`src/rtl/fpu_scoreboard.sv`:
```
// fpu_scoreboard: tracks in-flight FPU register/FCSR writers and flags operands that must stall issue.
// Entry NREG holds FCSR; cnt == LAT_INF holds an unknown-latency producer until its tagged writeback.
module fpu_scoreboard #(
    parameter int ISSUE_NUM = 2,
    parameter int RD_PORTS  = 4,
    parameter int NREG      = 32,
    parameter int LAT_W     = 4,
    parameter int TAG_W     = 4,
    localparam int REG_W    = $clog2(NREG)
) (
    input  logic                             clk,
    input  logic                             rst_n,
    input  logic                             flush_i,
    input  logic [ISSUE_NUM-1:0]             issue_valid_i,
    input  logic [ISSUE_NUM-1:0]             issue_we_i,
    input  logic [ISSUE_NUM-1:0]             issue_fcsr_we_i,
    input  logic [ISSUE_NUM-1:0][REG_W-1:0]  issue_waddr_i,
    input  logic [ISSUE_NUM-1:0][LAT_W-1:0]  issue_lat_i,
    output logic [ISSUE_NUM-1:0][TAG_W-1:0]  issue_tag_o,
    input  logic [ISSUE_NUM-1:0]             wb_valid_i,
    input  logic [ISSUE_NUM-1:0]             wb_we_i,
    input  logic [ISSUE_NUM-1:0]             wb_fcsr_we_i,
    input  logic [ISSUE_NUM-1:0][REG_W-1:0]  wb_waddr_i,
    input  logic [ISSUE_NUM-1:0][TAG_W-1:0]  wb_tag_i,
    input  logic [RD_PORTS-1:0][REG_W-1:0]   rd_addr_i,
    output logic [RD_PORTS-1:0]              rd_busy_o,
    output logic                             fcsr_busy_o,
    output logic                             idle_o
);
    localparam int NE = NREG + 1;
    localparam int EW = $clog2(NE);
    localparam logic [LAT_W-1:0] LAT_INF = {LAT_W{1'b1}};

    logic [NE-1:0]              pend_q, pend_d, busy;
    logic [NE-1:0][TAG_W-1:0]   tag_q, tag_d;
    logic [NE-1:0][LAT_W-1:0]   cnt_q, cnt_d;
    logic [TAG_W-1:0]           next_tag_q, next_tag_d, tag_acc;
    logic [ISSUE_NUM-1:0]       wr;

    assign wr = issue_valid_i & (issue_we_i | issue_fcsr_we_i);

    always_comb begin
        pend_d  = pend_q;
        tag_d   = tag_q;
        tag_acc = next_tag_q;
        for (int e = 0; e < NE; e++) begin
            cnt_d[e] = (cnt_q[e] != '0 && cnt_q[e] != LAT_INF) ? cnt_q[e] - LAT_W'(1) : cnt_q[e];
        end
        for (int j = 0; j < ISSUE_NUM; j++) begin
            if (wb_valid_i[j] && wb_we_i[j] && tag_q[EW'(wb_waddr_i[j])] == wb_tag_i[j]) begin
                pend_d[EW'(wb_waddr_i[j])] = 1'b0;
                cnt_d[EW'(wb_waddr_i[j])]  = '0;
            end
            if (wb_valid_i[j] && wb_fcsr_we_i[j] && tag_q[NREG] == wb_tag_i[j]) begin
                pend_d[NREG] = 1'b0;
                cnt_d[NREG]  = '0;
            end
        end
        // Slot order gives both tag numbering and "higher slot wins" on a shared target.
        for (int k = 0; k < ISSUE_NUM; k++) begin
            issue_tag_o[k] = tag_acc;
            if (wr[k] && issue_lat_i[k] != '0) begin
                if (issue_we_i[k]) begin
                    pend_d[EW'(issue_waddr_i[k])] = 1'b1;
                    tag_d[EW'(issue_waddr_i[k])]  = tag_acc;
                    cnt_d[EW'(issue_waddr_i[k])]  = issue_lat_i[k];
                end
                if (issue_fcsr_we_i[k]) begin
                    pend_d[NREG] = 1'b1;
                    tag_d[NREG]  = tag_acc;
                    cnt_d[NREG]  = issue_lat_i[k];
                end
            end
            tag_acc = tag_acc + TAG_W'(wr[k]);
        end
        next_tag_d = flush_i ? next_tag_q : tag_acc;
        if (flush_i) begin
            pend_d = '0;
            cnt_d  = '0;
            tag_d  = tag_q;
        end
    end

    always_ff @(posedge clk or negedge rst_n) begin
        if (!rst_n) begin
            pend_q     <= '0;
            tag_q      <= '0;
            cnt_q      <= '0;
            next_tag_q <= '0;
        end else begin
            pend_q     <= pend_d;
            tag_q      <= tag_d;
            cnt_q      <= cnt_d;
            next_tag_q <= next_tag_d;
        end
    end

    always_comb begin
        for (int e = 0; e < NE; e++) busy[e] = pend_q[e] && cnt_q[e] != '0;
        for (int p = 0; p < RD_PORTS; p++) rd_busy_o[p] = busy[EW'(rd_addr_i[p])];
    end

    assign fcsr_busy_o = busy[NREG];
    assign idle_o      = ~|pend_q;
endmodule
```
`config.mk`:
```
export PLATFORM = sky130hd
export DESIGN_NAME = fpu_scoreboard
export DESIGN_NICKNAME = d
export VERILOG_FILES = /design/src/rtl/fpu_scoreboard.sv
export SDC_FILE = /design/constraint.sdc
export NUM_CORES = 1
export LEC_CHECK = 0
export CAP_MARGIN = 20
export CORE_MARGIN = 2
export CORE_UTILIZATION = 39
export CTS_BUF_LIST = sky130_fd_sc_hd__clkbuf_8
export DETAILED_ROUTE_END_ITERATION = 10
export GPL_ROUTABILITY_DRIVEN = 1
export PLACE_DENSITY_LB_ADDON = 0.3
export SLEW_MARGIN = 40
export SYNTH_ARGS = -nofsm -noshare
export SYNTH_HDL_FRONTEND = slang
export SYNTH_SLANG_ARGS = --single-unit
```
`constraint.sdc`:
```
create_clock -name clk -period 3.2 [get_ports clk]
set_input_delay 0.32 -clock clk [delete_from_list [all_inputs] [get_ports clk]]
set_output_delay 0.32 -clock clk [all_outputs]
set_load 0.03 [all_outputs]
```
==> impl_results.md <==
- Top_reg_cell synth: dfrtp_1
- Vias: 26.5k
- Die W: 252 um
- Met3 WL: 9.74 mm
- Non-Filler Instances: 4,181
- RSZ-0062 raised after global routing: yes
- PD cells: 678 nW/um^2
- Num rows: 90
- RR Startpoint: tag_q[57]
- Vias in the first global route: 25.0k
- CP max-delay cell: mux4_2
- Mux share of post-synthesis cell area: 9.35%
- Hold Path Origin: flush_i
- CTS sink count: 301
- Post-synth cell types: 61
- # port buffers: 84
- Slew headroom: 39.3%
- Met2 WL: 45.2 mm
- Synthesis-to-layout area growth: 24.6%
- Root Driver: clkbuf_8
- Vias per Instance: 6.34
- Worst path required time: 2880 ps
- Cell chain of the critical path: inv_2, ha_4, inv_4, or3_4, nand2_4, mux4_2, mux4_2, mux2i_4, buf_12
- Violated checks: setup timing
- Filler instances: 5,839
- # H-tree levels: 2
- Hold violation count in the final report: 0
- Total GRT Usage: 30.7%
- Compound-Gate Fraction of Synth Area: 27.6%
- WL/cell: 24.0 um
- Nets: 3,498
- Placed Cells: 3,999
- Core ar.: 60,600 sq um
- Average cell area after synthesis: 7.86 sq um
- Final core utilization: 49.3%
- Final setup violation count: 1
- Die Height: 252 um
- Setup CP Type: register to output port
- Top Metal Used: met4
- Dpl cell area: 27,400 sq um
- Warning count from the yosys run: 0
- Crit start category: register
- Adder-Cell Fraction of Synth Area: 3.65%
- Syn Std Cell Area: 24,000 sq um
- Most used cell, CP: mux4_2
- Outcome: finished, violations left
- Critical path's largest stage delay: 580 ps
- Die Footprint: 63,500 sq um
- Static Leak: 0.0122 uW
- Hold Path Class: input pin to register
- Final worst setup slack: -97.5 ps
- Share of post-route cells with drive strength above 1: 21.3%
- Yosys reg bits: 301
- First-pass GRT wire length: 150 mm
- Syn nets: 3,193
- DRT met1 WL: 40.4 mm
- Peak supply drop: 0.000859 V
- Measured slew at the worst slew-check pin: 906 ps
- Maxcap violations: 0
- Initial Util: 39.6%
- CTS max path bufs: 3
- Drt drc: 0
- Fmax: 303 MHz
- Final worst path period need: 3300 ps
- TritonCTS clock tree: yes
- Worst path arrival time: 2980 ps
- Drt initial violations: 3,126
- Num CTS Buffers: 57
- Final worst-path cycle share: 103%
- Remaining antenna violation count: 0
- Drt first pass iters: 7
- Routability Congestion: 1.02
- Synthesized instance count: 3,052
- Initial antenna violation count: 1
- Async set-reset flop share out of synthesis: 100%
- Endpoint class of the critical path: output port
- Clock latency on the worst-skew pair: 680 ps
- Cell area after layout: 29,900 sq um
- Num ports: 85
- Largest family of logic cells by synthesized area: compound AO/OA/AOI/OAI gates
- Start point of the critical path: cnt_q[57]
- Fraction of the mapped netlist area in simple logic gates: 20.6%
- Worst-path clk slew: 60 ps
- Pins Over Slew Limit: 0
- Number of synthesized flops with an enable pin: 0
- Drt total wl: 100 mm
- Largest net degree at the start of global routing: 107
- Congestion Overflow GR: 0
- Clk_skew: 19.0 ps
- Post-synthesis xor/xnor area fraction: 1.68%
- Seq/Total Area, Yosys: 31.4%
- CP max FO: 4
- Pre-CTS setup slack: -433 ps
- DP HPWL: 71.5 mm
[layer usage]
| metal | vias to the layer above | global-route usage (%) |
|---|---|---|
| met5 | - | 0 |
| met4 | 0 | 14.2 |
| met3 | 279 | 5.51 |
| met2 | 1477 | 48.4 |
| met1 | 12800 | 40.8 |
| li1 | 11900 | - |
[worst max-delay path: cells and delay by family (launching register included)]
family                     cells  cell delay [ps]
adders and majority gates      1              170
buffers and inverters          3              260
muxes                          3             1270
and+or+nand+nor                2              210
DFF                            1              400
[layout make-up]
class                           instances  area, sq um  area share, %
Timing Repair Buffer                  460         3870           12.9
Clock inverter                         28          149          0.498
Antenna cell                            1         2.50        0.00837
Sequential cell                       301         7530           25.2
Multi-Input combinational cell       2405        15900           53.1
Inverter                              132          502           1.68
Tap cell                              782          978           3.27
Clock buffer                           72          991           3.31
[Yosys cell counts, types with 7 or more instances]
master      n  share of area (%)
a211oi_1   81                2.5
a21oi_1   243                5.1
a22oi_1   136                4.3
and3_1     11               0.29
buf_1      10               0.16
buf_2      25               0.52
clkbuf_1  172                2.7
dfrtp_1   301                 31
ha_1       70                3.6
inv_1     132                2.1
mux2i_1   132                5.5
mux4_2     40                3.8
nand2_1   365                5.7
nand3_1   132                2.8
nand3b_1   13               0.41
nand4_1    33               0.86
nand4b_1   10               0.36
nor2_1    310                4.8
nor2b_1     7               0.18
nor3_1     63                1.3
nor4_1     16               0.42
o211ai_1   41                1.3
o21ai_0   274                5.7
o21ai_1    20               0.42
o21bai_1   31               0.97
o221ai_1   98                3.6
o22ai_1    87                2.3
or2_2      12               0.31
or3_1      44                1.1
or4_1      14               0.44
or4bb_1    11               0.52
xnor2_1    37                1.4
xor2_1      9               0.33
[per-stage QoR]
stage	hold WS [ps]	total power, uW	TNS, ps
2_1_floorplan	24.4	11800	0
3_3_place_gp	333	14500	-46260
3_5_place_dp	334	14600	-52050
4_1_cts	47.3	19700	-156
5_1_grt	89.2	21600	-497
6_report	83.7	20300	-97.5
[sequential cells by signal (all words and copies together) (netlist names)]
signal / cells
next_tag_q: 4
pend_q: 33
cnt_q: 132
tag_q: 132
[path summary, 6_finish.rpt]
check | endpoint | slack (ps) | cells after the start
hold / removal | next_tag_q[3] | 80 | 3
min in group asynchronous | cnt_q[60] | 210 | 2
setup / recovery | rd_busy_o[3] | -100 | 9
max in group asynchronous | cnt_q[124] | 1990 | 3
hold reg to reg | tag_q[100] | 510 | 2
setup reg to reg | cnt_q[102] | 40 | 11
[cell families after synthesis]
group                      after synthesis
DFF                                    301
adders and majority gates               70
AOI/OAI and AO/OA                     1043
and+or+nand+nor                       1072
buffers and inverters                  346
muxes                                  174
xor gates and xnor gates                46
[power by group]
part	internal, uW	total (uW)	switching [uW]
registers	4810	5930	1120
logic	4620	10400	5790
clock network	2090	3930	1840
[layout by cell type, fill, tap and decap left out, types with 33 or more instances in the layout]
| cell | netlist | routed |
|---|---|---|
| nor3_1 | 63 | 63 |
| dfrtp_1 | 301 | 299 |
| inv_2 | 0 | 48 |
| clkdlybuf4s50_1 | 0 | 67 |
| nor2_1 | 310 | 307 |
| a21oi_1 | 243 | 243 |
| nand3_1 | 132 | 128 |
| mux4_2 | 40 | 40 |
| o211ai_1 | 41 | 41 |
| buf_4 | 4 | 360 |
| mux2i_1 | 132 | 128 |
| clkbuf_8 | 0 | 72 |
| o221ai_1 | 98 | 95 |
| nand4_1 | 33 | 33 |
| o21ai_0 | 274 | 274 |
| xnor2_1 | 37 | 36 |
| o22ai_1 | 87 | 86 |
| ha_1 | 70 | 41 |
| nand2_1 | 365 | 326 |
| inv_1 | 132 | 98 |
| a211oi_1 | 81 | 78 |
| a22oi_1 | 136 | 136 |
[timing repair]
| action | in CTS | in global routing |
|---|---|---|
| setup endpoints to repair | 5 | 90 |
| cloned | 0 | 2 |
| pin swaps | 21 | 21 |
| gates resized for setup | 172 | 48 |
| endpoints found under the hold margin | 68 | 0 |
| hold buffers | 1 | 0 |
| setup buffers | 59 | 19 |
No activity file was read; power rests on OpenSTA's default activity.
